[src/rtl/fpmul_pkg.sv]
`default_nettype none
// ============================================================================
// Module      : fpmul_pkg
// Description : Shared types and constants for the FP multiplier issue logic.
// Revision    : 1.0 - initial release
// ============================================================================
package fpmul_pkg;

    localparam int FPMUL_LATENCY = 25;
    localparam int FP32_W        = 32;
    // Tag id is sized for the largest supported requester count (8).
    localparam int IDW_MAX       = 3;

    typedef struct packed {
        logic               valid;
        logic [IDW_MAX-1:0] id;
    } tag_t;

    localparam logic [FP32_W-1:0] FP_ONE  = 32'h3F80_0000;
    localparam logic [FP32_W-1:0] FP_ZERO = 32'h0000_0000;
    localparam logic [FP32_W-1:0] FP_QNAN = 32'h7FC0_0000;

endpackage
`default_nettype wire

[src/rtl/fpmul_issue_ctrl_rr_arbiter.sv]
`default_nettype none
// ============================================================================
// Module      : rr_arbiter
// Description : Round-robin arbiter; search starts one past the last grant.
// Revision    : 1.0 - initial release
// ============================================================================
module rr_arbiter #(
    parameter int N  = 4,
    parameter int IW = $clog2(N)
) (
    input  logic          clk,
    input  logic          rst,
    input  logic [N-1:0]  req,
    input  logic          advance,
    output logic [N-1:0]  grant,
    output logic [IW-1:0] grant_idx,
    output logic          grant_any
);

    logic [IW-1:0] r_ptr;

    always_comb begin : p_search
        logic [IW-1:0] w_idx;
        grant     = '0;
        grant_idx = '0;
        grant_any = 1'b0;
        w_idx     = '0;
        for (int k = 1; k <= N; k++) begin
            w_idx = IW'((int'(r_ptr) + k) % N);
            if (!grant_any && req[w_idx]) begin
                grant_any        = 1'b1;
                grant[w_idx]     = 1'b1;
                grant_idx        = w_idx;
            end
        end
    end

    // Pointer parked at N-1 so requester 0 wins first after reset.
    always_ff @(posedge clk or posedge rst) begin
        if (rst) begin
            r_ptr <= IW'(N - 1);
        end else if (advance) begin
            r_ptr <= grant_idx;
        end
    end

endmodule
`default_nettype wire

[src/rtl/fpmul_issue_ctrl.sv]
`default_nettype none
// ============================================================================
// Module      : fpmul_issue_ctrl
// Description : Shares one fixed-latency FP multiplier between NREQ requesters
//               and routes each product back with a one-cycle valid pulse.
//               Optional perf counters enabled by FPMUL_ISSUE_PERF_EN.
// Revision    : 1.0 - initial release
// ============================================================================
module fpmul_issue_ctrl
    import fpmul_pkg::*;
#(
    parameter int NREQ    = 4,
    parameter int IDW     = 2,
    parameter int LATENCY = FPMUL_LATENCY
) (
    input  logic                   clk,
    input  logic                   rst,
    input  logic [NREQ-1:0]        req_valid,
    input  logic [NREQ*FP32_W-1:0] req_a,
    input  logic [NREQ*FP32_W-1:0] req_b,
    output logic [NREQ-1:0]        req_ready,
    output logic [FP32_W-1:0]      mul_a,
    output logic [FP32_W-1:0]      mul_b,
    input  logic [FP32_W-1:0]      mul_res,
    output logic [NREQ-1:0]        rsp_valid,
    output logic [FP32_W-1:0]      rsp_data,
    output logic [IDW-1:0]         rsp_id,
    output logic                   busy
`ifdef FPMUL_ISSUE_PERF_EN
    ,
    output logic [31:0]            perf_issue,
    output logic [31:0]            perf_stall
`endif
);

    logic [NREQ-1:0] w_grant;
    logic [IDW-1:0]  w_gidx;
    logic            w_gany;
    logic            w_xfer;
    tag_t            r_tag [0:LATENCY];
    tag_t            w_last;

    rr_arbiter #(
        .N  (NREQ),
        .IW (IDW)
    ) u_arb (
        .clk       (clk),
        .rst       (rst),
        .req       (req_valid),
        .advance   (w_xfer),
        .grant     (w_grant),
        .grant_idx (w_gidx),
        .grant_any (w_gany)
    );

    // Grants are suppressed while reset is asserted so nothing can transfer.
    assign req_ready = rst ? '0 : w_grant;
    assign w_xfer    = w_gany & ~rst;

    always_ff @(posedge clk or posedge rst) begin
        if (rst) begin
            mul_a <= '0;
            mul_b <= '0;
        end else if (w_xfer) begin
            mul_a <= req_a[w_gidx*FP32_W +: FP32_W];
            mul_b <= req_b[w_gidx*FP32_W +: FP32_W];
        end
    end

    // Tag stage k tracks the operation whose operands entered the multiplier k cycles ago.
    always_ff @(posedge clk or posedge rst) begin
        if (rst) begin
            for (int k = 0; k <= LATENCY; k++) begin
                r_tag[k] <= '0;
            end
        end else begin
            r_tag[0] <= {w_xfer, IDW_MAX'(w_gidx)};
            for (int k = 1; k <= LATENCY; k++) begin
                r_tag[k] <= r_tag[k-1];
            end
        end
    end

    assign w_last = r_tag[LATENCY];

    always_ff @(posedge clk or posedge rst) begin
        if (rst) begin
            rsp_valid <= '0;
            rsp_data  <= '0;
            rsp_id    <= '0;
        end else if (w_last.valid) begin
            rsp_valid <= NREQ'(1) << w_last.id[IDW-1:0];
            rsp_data  <= mul_res;
            rsp_id    <= w_last.id[IDW-1:0];
        end else begin
            rsp_valid <= '0;
        end
    end

    always_comb begin
        busy = |rsp_valid;
        for (int k = 0; k <= LATENCY; k++) begin
            busy = busy | r_tag[k].valid;
        end
    end

`ifdef FPMUL_ISSUE_PERF_EN
    logic w_multi;
    assign w_multi = |(req_valid & (req_valid - NREQ'(1)));

    always_ff @(posedge clk or posedge rst) begin
        if (rst) begin
            perf_issue <= '0;
            perf_stall <= '0;
        end else begin
            if (w_xfer) begin
                perf_issue <= perf_issue + 32'd1;
            end
            if (w_multi) begin
                perf_stall <= perf_stall + 32'd1;
            end
        end
    end
`endif

endmodule
`default_nettype wire

[config.mk]
export PLATFORM = sky130hd
export DESIGN_NAME = fpmul_issue_ctrl
export DESIGN_NICKNAME = d
export VERILOG_FILES = /design/src/rtl/fpmul_pkg.sv /design/src/rtl/fpmul_issue_ctrl_rr_arbiter.sv /design/src/rtl/fpmul_issue_ctrl.sv
export SDC_FILE = /design/constraint.sdc
export NUM_CORES = 1
export LEC_CHECK = 0
export ABC_AREA = 1
export BUFFER_PORTS_ARGS = -buffer_cell sky130_fd_sc_hd__buf_2
export CAP_MARGIN = 20
export CORE_ASPECT_RATIO = 1.1
export CORE_MARGIN = 3
export CORE_UTILIZATION = 35
export CTS_CLUSTER_DIAMETER = 120
export DETAILED_ROUTE_END_ITERATION = 8
export HOLD_SLACK_MARGIN = 0.03
export PLACE_DENSITY = 0.7
export SYNTH_ARGS = -nofsm -noshare
export SYNTH_HDL_FRONTEND = slang
export SYNTH_SLANG_ARGS = --single-unit
[constraint.sdc]
create_clock -name clk -period 7.3 [get_ports clk]
set_input_delay 0.73 -clock clk [delete_from_list [all_inputs] [get_ports clk]]
set_output_delay 0.73 -clock clk [all_outputs]
set_load 0.02 [all_outputs]
=== Word level (Yosys, flattened, before mapping) ===
Cells that the tools add are included.

* Add/subtract/negate cells: 4
* Multiply operators: 0
* Div/mod/pow operators: 0
* $lt $le $gt $ge: 8
* Equality and inequality tests: 0
* Shift operators: 3
* Mux-type cells: 30
* Bitwise operators: 31
* Reduce and logical (&&, ||, !) cells: 11

{| class="wikitable"
|+ Operators by type and width
! kind !! number
|-
| $shiftx 128x8->32 || 2
|-
| $or 1x1->1 || 26
|-
| $mux 4 || 6
|-
| $lt 2x3->1 const B || 4
|-
| $mux 1 || 12
|-
| $or 4x4->4 || 3
|-
| $bmux 1 s2 || 4
|-
| $demux 1 s2 || 4
|-
| $ge 2x1->1 const B || 4
|-
| $mux 2 || 4
|-
| $logic_and 1x1->1 || 7
|-
| $add 2x1->2 const B || 2
|-
| $add 2x2->2 const B || 2
|-
| $reduce_or 4->1 || 1
|-
| $shl 1x2->4 const A || 1
|-
| $logic_not 1->1 || 3
|-
| $and 1x1->1 || 1
|-
| $not 1->1 || 1
|}

* Bits in registers: 182
* Bits in latches: 0
* Bits in writable memories: 0
* ROM bits: 0
* Input port bits: 294
* Output and inout bits: 107
* Logic and storage cells: 145
* Memories kept: 0

=== Logic depth before layout (Yosys ltp) ===
Gate-level depths: netlist of the first run.

* Depth after elaboration: 27
* Gate-level depth with buffers: 16
* Gate-level depth less buffers: 14

=== Hierarchy ===
From an unflattened synthesis of the first run, not the netlist that was laid out.

* Cells, all modules: 1,401
* Area, all modules: 9,699.3 um^2

{| class="wikitable"
|+ Modules (own cells, without submodules)
! module !! times used !! cells each !! area an instance (um^2) !! seq. area each (um^2)
|-
| fpmul_issue_ctrl || 1 || 1,307 || 9,075.0 || 4,504.3
|-
| rr_arbiter || 1 || 94 || 624.3 || 52.6
|}

=== Worst setup path after synthesis of the first run ===
Ideal clock, no wire load.

* Path type: input -> output
* Start point: input port rst
* End point: output port req_ready[2]
* Data arrival time: 5.328 ns
* Data required time: 6.570 ns
* Path slack: 1.242 ns
* Stages on the path: 3
* Path buffers: 0
* Cell sequence: inv_1 -> o21ai_0 -> inv_1

* Cells in the longest elaborated chain, start to end: 1

{| class="wikitable"
|+ Ends and longest elaborated chain
! element !! RTL line !! RTL
|-
| from (decl) || fpmul_issue_ctrl.sv:17 || <nowiki>input logic rst,</nowiki>
|-
| $mux 4 || fpmul_issue_ctrl.sv:57 || <nowiki>assign req_ready = rst ? '0 : w_grant;</nowiki>
|-
| to (decl) || fpmul_issue_ctrl.sv:21 || <nowiki>output logic [NREQ-1:0] req_ready,</nowiki>
|}

No other way between the ends.

=== Worst setup path after layout of the first run ===
* Start point: register u_arb.r_ptr[0]
* End point: register mul_a[6]

* Cells in the longest elaborated chain, start to end: 14

{| class="wikitable"
|+ Ends and longest elaborated chain
! element !! RTL line !! RTL
|-
| from (decl) || fpmul_issue_ctrl_rr_arbiter.sv:20 || <nowiki>logic [IW-1:0] r_ptr;</nowiki>
|-
| from (signal assigned) || fpmul_issue_ctrl_rr_arbiter.sv:41 || <nowiki>r_ptr <= IW'(N - 1);</nowiki>
|-
| from (signal assigned) || fpmul_issue_ctrl_rr_arbiter.sv:43 || <nowiki>r_ptr <= grant_idx;</nowiki>
|-
| $add 2x1->2 || fpmul_issue_ctrl_rr_arbiter.sv:29 || <nowiki>w_idx = IW'((int'(r_ptr) + k) % N);</nowiki>
|-
| $bmux 1 s2 || fpmul_issue_ctrl_rr_arbiter.sv:30 || <nowiki>if (!grant_any && req[w_idx]) begin</nowiki>
|-
| $mux 1 (implied by the code) || fpmul_issue_ctrl_rr_arbiter.sv:30 ||
|-
| $mux 1 || fpmul_issue_ctrl_rr_arbiter.sv:30 ||
|-
| $logic_not 1->1 || fpmul_issue_ctrl_rr_arbiter.sv:30 ||
|-
| $logic_and 1x1->1 || fpmul_issue_ctrl_rr_arbiter.sv:30 ||
|-
| $mux 1 || fpmul_issue_ctrl_rr_arbiter.sv:30 ||
|-
| $logic_not 1->1 || fpmul_issue_ctrl_rr_arbiter.sv:30 ||
|-
| $logic_and 1x1->1 || fpmul_issue_ctrl_rr_arbiter.sv:30 ||
|-
| $mux 1 || fpmul_issue_ctrl_rr_arbiter.sv:30 ||
|-
| $logic_not 1->1 || fpmul_issue_ctrl_rr_arbiter.sv:30 ||
|-
| $logic_and 1x1->1 || fpmul_issue_ctrl_rr_arbiter.sv:30 ||
|-
| $mux 2 or $mux 1 (tied branches) || fpmul_issue_ctrl_rr_arbiter.sv:30 ||
|-
| $shiftx 128x8->32 or $and 1x1->1 (tied branches) || fpmul_issue_ctrl.sv:65, fpmul_issue_ctrl.sv:58 ||
|-
| to (signal assigned) || fpmul_issue_ctrl.sv:65 || <nowiki>mul_a <= req_a[w_gidx*FP32_W +: FP32_W];</nowiki>
|-
| to (decl) || fpmul_issue_ctrl.sv:22 || <nowiki>output logic [FP32_W-1:0] mul_a,</nowiki>
|}

Parallel ways exist; a longest one is shown, timed or not. The select of a mux whose other input is x is not followed.
A chain may end at the register's enable or synchronous reset.

==> impl_metrics.env, run 1 <==
export IMPL_status="finished, final reports clean"
export IMPL_worst_setup_path_type="flip-flop to flip-flop"
export IMPL_synth_area_um2=8680
export IMPL_cts_resized=0
export IMPL_ys_ff_latch=182
export IMPL_ys_warn_count=0
export IMPL_initial_utilization_pct=36.2
export IMPL_yosysMostFrequentCell="nand2_1"
export IMPL_cts_sinks=182
export IMPL_fin_crit_sh_pct=59.7
export IMPL_root_buffer="clkbuf_16"
export IMPL_drt_wl_total_um=29000
export IMPL_grt_pass1_wl_um=43700
export IMPL_peakVddDrop_v=0.000470
export IMPL_arrival_ns=4.68
export IMPL_die_w_um=156
export IMPL_clock_latency_ns=0.43
export IMPL_hold_path_class="flip-flop to flip-flop"
export IMPL_synth_avg_cell_area_um2=8.55
export IMPL_setup_violations=0
export IMPL_grt_max_degree=104
export IMPL_worstPathRequired_ns=7.62
export IMPL_regToRegEndpoint="mul_a[6]"
export IMPL_rsz0062_at_grt="false"
export IMPL_ctsHoldBuffers=0
export IMPL_cap_violations=0
export IMPL_dr_pass1_iters=5
export IMPL_gp_congestion=0.898
export IMPL_drt_iter0_drc=491
export IMPL_cts_max_level=4
export IMPL_ff2ff_path_depth=13
export IMPL_ys_seq_area_share_pct=52.5
export IMPL_min_delay_path_depth=0
export IMPL_synth_top_flop_cell="dfrtp_1"
export IMPL_postCtsSetupBuffers=0
export IMPL_r2r_setup_slack_ns=2.94
export IMPL_grt_ovfl_total=0
export IMPL_cts_made_buffers=17
export IMPL_p_total_uw=6520
export IMPL_drc_errors=0
export IMPL_critPathLaunchType="flip-flop"
export IMPL_r2r_start="u_arb.r_ptr[0]"
export IMPL_relSlewSlack_pct=28.3
export IMPL_hold_viol_final=0
export IMPL_synth_edf_count=0
export IMPL_synth_async_reset_ratio_pct=100
export IMPL_avgRoutedWirePerCell_um=17.1
export IMPL_cp_max_fo=44
export IMPL_synth_area_top_cells="dfrtp_1 52%, nand2_1 14%, nand3_1 11%"
export IMPL_die_area_um2=26700
export IMPL_leakagePower_uw=0.00606
export IMPL_whs_ns=0.349
export IMPL_ys_top_cells_by_count="318 x nand2_1, 198 x nand3_1, 180 x dfrtp_1, 73 x nor2_1, 34 x or2_2"
export IMPL_pin_count=401
export IMPL_drv_slew=0
export IMPL_port_buffers=400
export IMPL_via_count=8408
export IMPL_yosys_area_top_type_share_pct=51.9
export IMPL_syn_inst=1015
export IMPL_ys_types=33
export IMPL_grt_pass1_vias=8029
export IMPL_die_y_um=171
export IMPL_fmax_mhz=229
export IMPL_layout_drive_gt1_share_pct=38.4
export IMPL_powerDensity_nw_per_um2=571
export IMPL_clk_pin_slew_ns=0.08
export IMPL_yosysTopAreaCell="dfrtp_1"
export IMPL_post_route_min_period_ns=4.36
export IMPL_cts_path_max_buffers=2
export IMPL_grt_usage_pct=21.1
export IMPL_finClkSkew_ns=0.0110
export IMPL_min_to="r_tag[84]"
export IMPL_nets=1681
export IMPL_dp_hpwl_um=21400
export IMPL_worst_slew_pin_slew_ns=1.08
export IMPL_final_setup_tns_ns=0
export IMPL_hp_start="r_tag[88]"
export IMPL_routed_via_density=4.95
export IMPL_cts_tree="built"
export IMPL_area_delta_synth_final_pct=31.5
export IMPL_core_um2=24000
export IMPL_antenna_cells=0
export IMPL_end_kind="flip-flop"
export IMPL_drtAntennaViolNets=0
export IMPL_antenna_found_initial=6
export IMPL_rows=59
export IMPL_syn_num_nets=1317
export IMPL_startpoint="u_arb.r_ptr[0]"
## area by class of cell
class	count	area [um2]
Sequential cell	182	4560
Clock buffer	17	425
Multi-Input combinational cell	743	3660
Clock inverter	15	206
Timing Repair Buffer	409	2070
Fill cell	2360	12600
Inverter	26	113
Tap cell	305	382
## how the worst max path moves through the flow
| stage | to | slack (ns) | cells past startpoint |
|---|---|---|---|
| 2_1_floorplan | req_ready[2] | 1.24 | 3 |
| 3_3_place_gp | mul_a[1] | 2.92 | 13 |
| 3_5_place_dp | mul_a[24] | 2.80 | 8 |
| 4_1_cts | mul_a[11] | 2.81 | 13 |
| 5_1_grt | mul_a[10] | 2.47 | 13 |
| 6_report | mul_a[6] | 2.94 | 13 |
## layer usage
layer  global-route usage, %  part of all wire [%]  vias to the layer above
met5                       0                 0.093                        -
met3                    5.59                   8.4                       44
li1                        -                     -                     4035
met4                    6.43                   2.2                        4
met1                    26.4                    41                     3929
met2                    35.8                    49                      396
## state kept, by name, indices dropped and copies added (netlist names)
signal / flops
r_tag: 78
rsp_valid: 4
rsp_data: 32
mul_a: 32
mul_b: 32
rsp_id: 2
u_arb.r_ptr: 2
## layout by cell type (no fill, tap or decap), drive strengths merged
master,synthesis,final
nand4,5,5
clkbuf,15,17
nor4,7,7
mux2,32,32
a22oi,1,1
clkinv,0,4
o22ai,3,3
nand3,202,202
a21oi,5,5
buf,49,409
nand2,329,329
ha,8,8
o21a,1,1
dfstp,2,2
inv,26,37
nor2,76,76
o21ai,40,40
or2,34,34
dfrtp,180,180
## metrics by stage
stage,setup slack [ns],utilization (%),std cells,cell area (um2)
3_3_place_gp,2.92,44.9,1665,10800
4_1_cts,2.81,47.6,1697,11400
2_1_floorplan,1.24,-,1015,8680
5_1_grt,2.47,47.6,1697,11400
3_5_place_dp,2.80,44.9,1665,10800
6_report,2.94,47.6,1697,11400
## power breakdown
group	leakage [uW]	total, uW	internal (uW)	switching [uW]
registers	0.00213	1690	1480	212
clock network	0.000305	964	481	483
logic	0.00363	3870	1180	2690
## critical path, stage by stage, from the launching register on
cell	delay [ns]
dfstp_2	0.70
inv_6	0.12
ha_1	0.38
inv_1	0.16
nand2_4	0.07
nand2_4	0.08
inv_4	0.07
nand4_1	0.08
nand2_2	0.40
inv_2	0.59
buf_4	0.49
nand3_2	0.63
o21ai_0	0.37
nor2_1	0.06
## logic make-up (layout without fill, tap and decap cells)
family,after synthesis,count (layout),share of synthesized area [%]
buffers and inverters,90,467,5.48
AOI/OAI and AO/OA,50,50,3.03
muxes,32,32,4.15
and+or+nand+nor,653,653,33.7
adders and majority gates,8,8,1.15
DFF,182,182,52.5
No activity file was read; power rests on OpenSTA's default activity.
==> run 2: changes to the inputs <==
Settings changed: ABC_AREA 1 to 0, PLACE_DENSITY 0.7 to 0.68.
Clock period 7.3 ns to 4.35 ns, I/O delays scaled along.
==> run 2 against run 1 <==
Effect of this change:
- core utilization fell by 1.0 points
- clock skew rose by 0.0078 ns
- sequential share of layout area fell by 3.7 points
- area after synthesis rose by 11%
- critical endpoint is now req_ready[3]
- combinational power rose by 63%
- sequential cell count did not move
- highest routed layer unchanged
- wire length rose by 11%
- worst setup slack got worse by 2.3 ns
- critical path depth fell by 5
==> impl_metrics.env, run 2 <==
export IMPL_status="finished, final reports clean"
export IMPL_rows=63
export IMPL_ys_top_cells_by_count="198 x nor2_1, 180 x dfrtp_1, 103 x nand2_1, 95 x a21oi_1, 73 x o21ai_0"
export IMPL_die_w_um=164
export IMPL_area_delta_synth_final_pct=30.6
export IMPL_arrival_ns=3.28
export IMPL_fin_area_um2=12600
export IMPL_drt_wl_total_um=32200
export IMPL_peakVddDrop_v=0.000497
export IMPL_avgRoutedWirePerCell_um=18.1
export IMPL_met1Wirelength_um=13000
export IMPL_synth_top_flop_cell="dfrtp_1"
export IMPL_finClkSkew_ns=0.0188
export IMPL_final_cell_mix="400 x buf_2, 198 x nor2_1, 180 x dfrtp_1"
export IMPL_rsz0062_at_grt="false"
export IMPL_final_util_pct=46.6
export IMPL_grt_pass1_vias=9195
export IMPL_post_route_min_period_ns=3.71
export IMPL_fmax_mhz=269
export IMPL_grt_max_degree=183
export IMPL_grt_pass1_wl_um=49200
export IMPL_synth_edf_count=0
export IMPL_hold_path_class="input pin to flip-flop"
export IMPL_die_y_um=180
export IMPL_core_um2=27000
export IMPL_layout_drive_gt1_share_pct=38.5
export IMPL_die_area_um2=29600
export IMPL_final_setup_tns_ns=0
export IMPL_worst_slew_pin_slew_ns=0.981
export IMPL_initial_utilization_pct=35.7
export IMPL_ctsHoldBuffers=0
export IMPL_cp_slowest_stage_delay_ns=0.69
export IMPL_drtAntennaViolNets=0
export IMPL_crit_top_cell="nor2_1"
export IMPL_ys_types=49
export IMPL_drt_iter0_drc=548
export IMPL_crit_slowest_cell="dfstp_2"
export IMPL_nets=1708
export IMPL_end_kind="output port"
export IMPL_grt_ovfl_total=0
export IMPL_r2r_setup_slack_ns=0.95
export IMPL_top_layer="met5"
export IMPL_gp_congestion=0.878
export IMPL_syn_inst=1061
export IMPL_relSlewSlack_pct=34.6
export IMPL_wl_met2_um=15900
export IMPL_ys_seq_area_share_pct=47.2
export IMPL_cts_sinks=182
export IMPL_crit_end="req_ready[3]"
export IMPL_startpoint="u_arb.r_ptr[1]"
export IMPL_synth_async_reset_ratio_pct=100
export IMPL_dp_hpwl_um=22600
export IMPL_pin_count=401
export IMPL_synth_avg_cell_area_um2=9.09
export IMPL_cts_resized=0
export IMPL_fin_crit_sh_pct=85.3
export IMPL_ys_ff_latch=182
export IMPL_cts_path_max_buffers=2
export IMPL_cap_violations=0
export IMPL_cts_max_level=4
export IMPL_cp_cell_sequence="inv_1 > ha_1 > mux4_2 > nor2_1 > and3b_1 > a221oi_1 > nor2_1 > buf_2"
export IMPL_largest_reg_flops=78
export IMPL_antenna_found_initial=5
export IMPL_clock_latency_ns=0.43
export IMPL_ff2ff_path_depth=10
export IMPL_place_area_um2=11900
export IMPL_cts_made_buffers=17
export IMPL_cts_tree="built"
export IMPL_synth_area_um2=9640
export IMPL_powerDensity_nw_per_um2=854
export IMPL_port_buffers=400
export IMPL_setup_violations=0
export IMPL_final_common_cell="buf_2"
export IMPL_yosysTopAreaCell="dfrtp_1"
export IMPL_top_register="r_tag"
export IMPL_drc_errors=0
export IMPL_clk_pin_slew_ns=0.09
export IMPL_leakagePower_uw=0.00595
export IMPL_cp_max_fo=13
export IMPL_route_met3_wl_um=2540
export IMPL_postCtsSetupBuffers=0
export IMPL_hold_viol_final=0
export IMPL_root_buffer="clkbuf_16"
export IMPL_worst_setup_path_type="flip-flop to output port"
export IMPL_worstPathRequired_ns=3.91
export IMPL_critPathLaunchType="flip-flop"
export IMPL_yosysMostFrequentCell="nor2_1"
export IMPL_ys_warn_count=0
export IMPL_grt_usage_pct=21.0
export IMPL_routed_via_density=5.29
export IMPL_drv_slew=0
export IMPL_synth_area_top_cells="dfrtp_1 47%, nor2_1 7.7%, a21oi_1 4.9%"
export IMPL_yosys_area_top_type_share_pct=46.7
export IMPL_via_count=9412
export IMPL_r2r_start="u_arb.r_ptr[1]"
export IMPL_place_inst=1743
export IMPL_regToRegEndpoint="mul_b[0]"
export IMPL_syn_num_nets=1363
export IMPL_stdcell_count=1778
export IMPL_dr_pass1_iters=5
==> run 2: stage by stage <==
step	hold WS, ns	worst slack, ns	total power (uW)
final	0.231	0.639	10800
after global routing	0.209	0.434	11600
after CTS	0.207	0.606	10900
after detailed placement	0.335	0.928	9140
after global placement	0.333	0.980	9020
after floorplan	0.331	0.247	7260
==> run 2: layer usage <==
layer | global-route usage, % | vias to the layer above
li1 | - | 4448
met1 | 26.2 | 4496
met2 | 35.8 | 409
met3 | 4.76 | 55
met4 | 7.11 | 4
met5 | 0 | -
==> run 2: layout make-up <==
| type | count | area (um2) |
|---|---|---|
| Sequential cell | 182 | 4560 |
| Antenna cell | 2 | 5.00 |
| Inverter | 7 | 31.3 |
| Tap cell | 357 | 447 |
| Clock inverter | 15 | 223 |
| Fill cell | 2613 | 14400 |
| Timing Repair Buffer | 421 | 2210 |
| Clock buffer | 17 | 425 |
| Multi-Input combinational cell | 777 | 4690 |
==> run 2: worst min-delay path by stage <==
stage | from | endpoint | slack (ns) | depth (start not counted)
6_report | mul_res[1] | rsp_data[1] | 0.23 | 2
3_3_place_gp | r_tag[101] | r_tag[97] | 0.33 | 0
3_5_place_dp | r_tag[28] | r_tag[24] | 0.33 | 0
5_1_grt | mul_res[1] | rsp_data[1] | 0.21 | 2
4_1_cts | mul_res[1] | rsp_data[1] | 0.21 | 2
2_1_floorplan | r_tag[4] | r_tag[0] | 0.33 | 0
==> run 2: report_power, final <==
part	switching (uW)	total [uW]	internal [uW]
clock	844	1660	818
sequential	345	2770	2430
combinational	4030	6320	2290
total	5220	10800	5530
==> run 2: critical path, delay by kind of cell, from the launching register on <==
| kind | cells | cell delay [ns] |
|---|---|---|
| simple gates | 3 | 0.69 |
| flops | 1 | 0.69 |
| mux | 1 | 0.52 |
| fa+ha+maj | 1 | 0.45 |
| buf+inv | 2 | 0.39 |
| compound gates | 1 | 0.10 |
==> run 2: kinds of logic after synthesis <==
kind of cell | count (synthesis) | synth area share [%]
mux | 75 | 8.61
fa+ha+maj | 8 | 1.04
flops | 182 | 47.2
buf+inv | 102 | 4.46
simple gates | 322 | 13.2
compound gates | 372 | 25.4
==> run 3: changes to the inputs <==
Settings changed: CAP_MARGIN 20 to 0, CTS_BUF_LIST set to sky130_fd_sc_hd__clkbuf_8.
==> run 3 against run 2 <==
Effect of this change:
- via count is 0.67% lower
- non-clock buffer count down 1
- sequential share of layout area up 0.62 points
- clock power decreased by 23%
- clock-buffer cell count unchanged
- total power down 3.9%
- register-to-register slack worse by 0.02 ns
- highest routed layer unchanged
==> impl_metrics.env, run 3 (synthesis results as in run 2) <==
export IMPL_core_um2=27000
export IMPL_drt_iter0_drc=544
export IMPL_largest_reg_flops=78
export IMPL_arrival_ns=3.29
export IMPL_met2_usage_pct=35.6
export IMPL_grt_usage_pct=21.1
export IMPL_top_register="r_tag"
export IMPL_busiest_layer="met2"
export IMPL_final_cell_mix="400 x buf_2, 198 x nor2_1, 180 x dfrtp_1"
export IMPL_hold_path_class="input pin to flip-flop"
export IMPL_cts_sinks=182
export IMPL_dr_pass1_iters=5
export IMPL_grt_pass1_wl_um=49300
export IMPL_grt_pass1_vias=9193
export IMPL_fin_crit_sh_pct=85.7
export IMPL_drv_slew=0
export IMPL_status="finished, final reports clean"
export IMPL_via_count=9349
export IMPL_pin_count=401
export IMPL_use_met1_pct=26.4
export IMPL_grt_util_met3_pct=4.51
export IMPL_rows=63
export IMPL_pwr_share_comb_pct=60.8
export IMPL_fin_area_um2=12400
export IMPL_hold_viol_final=0
export IMPL_ctsHoldBuffers=0
export IMPL_drc_errors=0
export IMPL_setup_ws_ns=0.624
export IMPL_p_sw_share_pct=49.9
export IMPL_die_area_um2=29600
export IMPL_cts_path_max_buffers=2
export IMPL_finClkSkew_ns=0.0260
export IMPL_relSlewSlack_pct=24.7
export IMPL_drt_wl_total_um=32000
export IMPL_layout_drive_gt1_share_pct=38.4
export IMPL_peakVddDrop_v=0.000495
export IMPL_grt_ovfl_total=0
export IMPL_cp_max_fo=13
export IMPL_root_buffer="clkbuf_8"
export IMPL_whs_ns=0.187
export IMPL_p_switching_uw=5150
export IMPL_end_kind="output port"
export IMPL_nets=1707
export IMPL_gp_congestion=0.878
export IMPL_worst_slew_pin_slew_ns=1.13
export IMPL_place_area_um2=11900
export IMPL_cts_resized=0
export IMPL_initial_utilization_pct=35.7
export IMPL_postCtsSetupBuffers=0
export IMPL_cts_tree="built"
export IMPL_cts_max_level=4
export IMPL_fill_cells=2638
export IMPL_leakagePower_uw=0.00586
export IMPL_area_delta_synth_final_pct=28.4
export IMPL_powerDensity_nw_per_um2=834
export IMPL_p_clk_share_pct=12.4
export IMPL_internal_power_uw=5180
export IMPL_clock_latency_ns=0.47
export IMPL_setup_violations=0
export IMPL_critPathLaunchType="flip-flop"
export IMPL_dpl_worst_slack_ns=0.928
export IMPL_final_common_cell="buf_2"
export IMPL_r2r_setup_slack_ns=0.93
export IMPL_die_y_um=180
export IMPL_grt_max_degree=183
export IMPL_rsz0062_at_grt="false"
export IMPL_dp_hpwl_um=22600
export IMPL_cts_made_buffers=17
export IMPL_worst_setup_path_type="flip-flop to output port"
export IMPL_final_setup_tns_ns=0
export IMPL_p_seq_share_pct=26.8
export IMPL_post_route_min_period_ns=3.73
export IMPL_die_w_um=164
export IMPL_port_buffers=400
export IMPL_fmax_mhz=268
export IMPL_worstPathRequired_ns=3.91
export IMPL_avgRoutedWirePerCell_um=18.0
export IMPL_cap_violations=0
export IMPL_drtAntennaViolNets=0
export IMPL_clk_pin_slew_ns=0.13
export IMPL_antenna_found_initial=5
export IMPL_routed_via_density=5.26
==> run 3: changes by cell type in the layout (fill, tap and decap cells not counted) <==
cell / before / now
clkbuf_16: 17 / 0
clkbuf_8: 0 / 17
buf_12: 4 / 3
==> run 3: cell type report <==
type                       count  area (um2)  area share (%)
antenna                        2        5.00          0.0404
sequential                   182        4560            36.8
timing repair buffer         420        2190            17.7
tap                          357         447            3.61
clock inverter                15         223            1.80
clock buffer                  17         234            1.89
multi-input combinational    777        4690            37.9
inverter                       7        31.3           0.253
==> run 3: per-layer routing <==
metal,up-vias,routed length (um)
li1,4440,-
met2,415,15800
met3,60,2540
met4,4,865
met1,4430,12800
met5,-,33
==> run 3: final timing paths <==
check | cells past startpoint | end | startpoint
max in group asynchronous | 3 | mul_b[28] | rst
hold reg to reg | 0 | r_tag[17] | r_tag[21]
hold / removal | 2 | rsp_data[1] | mul_res[1]
min in group asynchronous | 3 | rsp_id[1] | rst
setup reg to reg | 10 | mul_b[10] | u_arb.r_ptr[1]
setup / recovery | 8 | req_ready[0] | u_arb.r_ptr[1]
==> run 3: worst max-delay path, cell delays in order (launching register included) <==
cell and delay, ns:
dfstp_2 0.70, inv_1 0.19, ha_1 0.45, mux4_2 0.52, nor2_1 0.28, and3b_1 0.27, a221oi_1 0.10, nor2_1 0.13
buf_2 0.19
==> run 3: power groups by stage <==
stage	sequential (uW)	clock [uW]	combinational [uW]
6_report	2760	1280	6280
5_1_grt	2850	1410	6910
4_1_cts	2770	1340	6350
3_5_place_dp	2800	0	6340
3_3_place_gp	2780	0	6240
2_1_floorplan	3230	0	4030
==> run 3: metrics by stage <==
stage,utilization (%),total power (uW),cells
floorplan,-,7260,1061
global placement,44.1,9020,1743
detailed placement,44.1,9140,1743
CTS,45.8,10500,1775
global route,45.8,11200,1777
finish,45.8,10300,1777
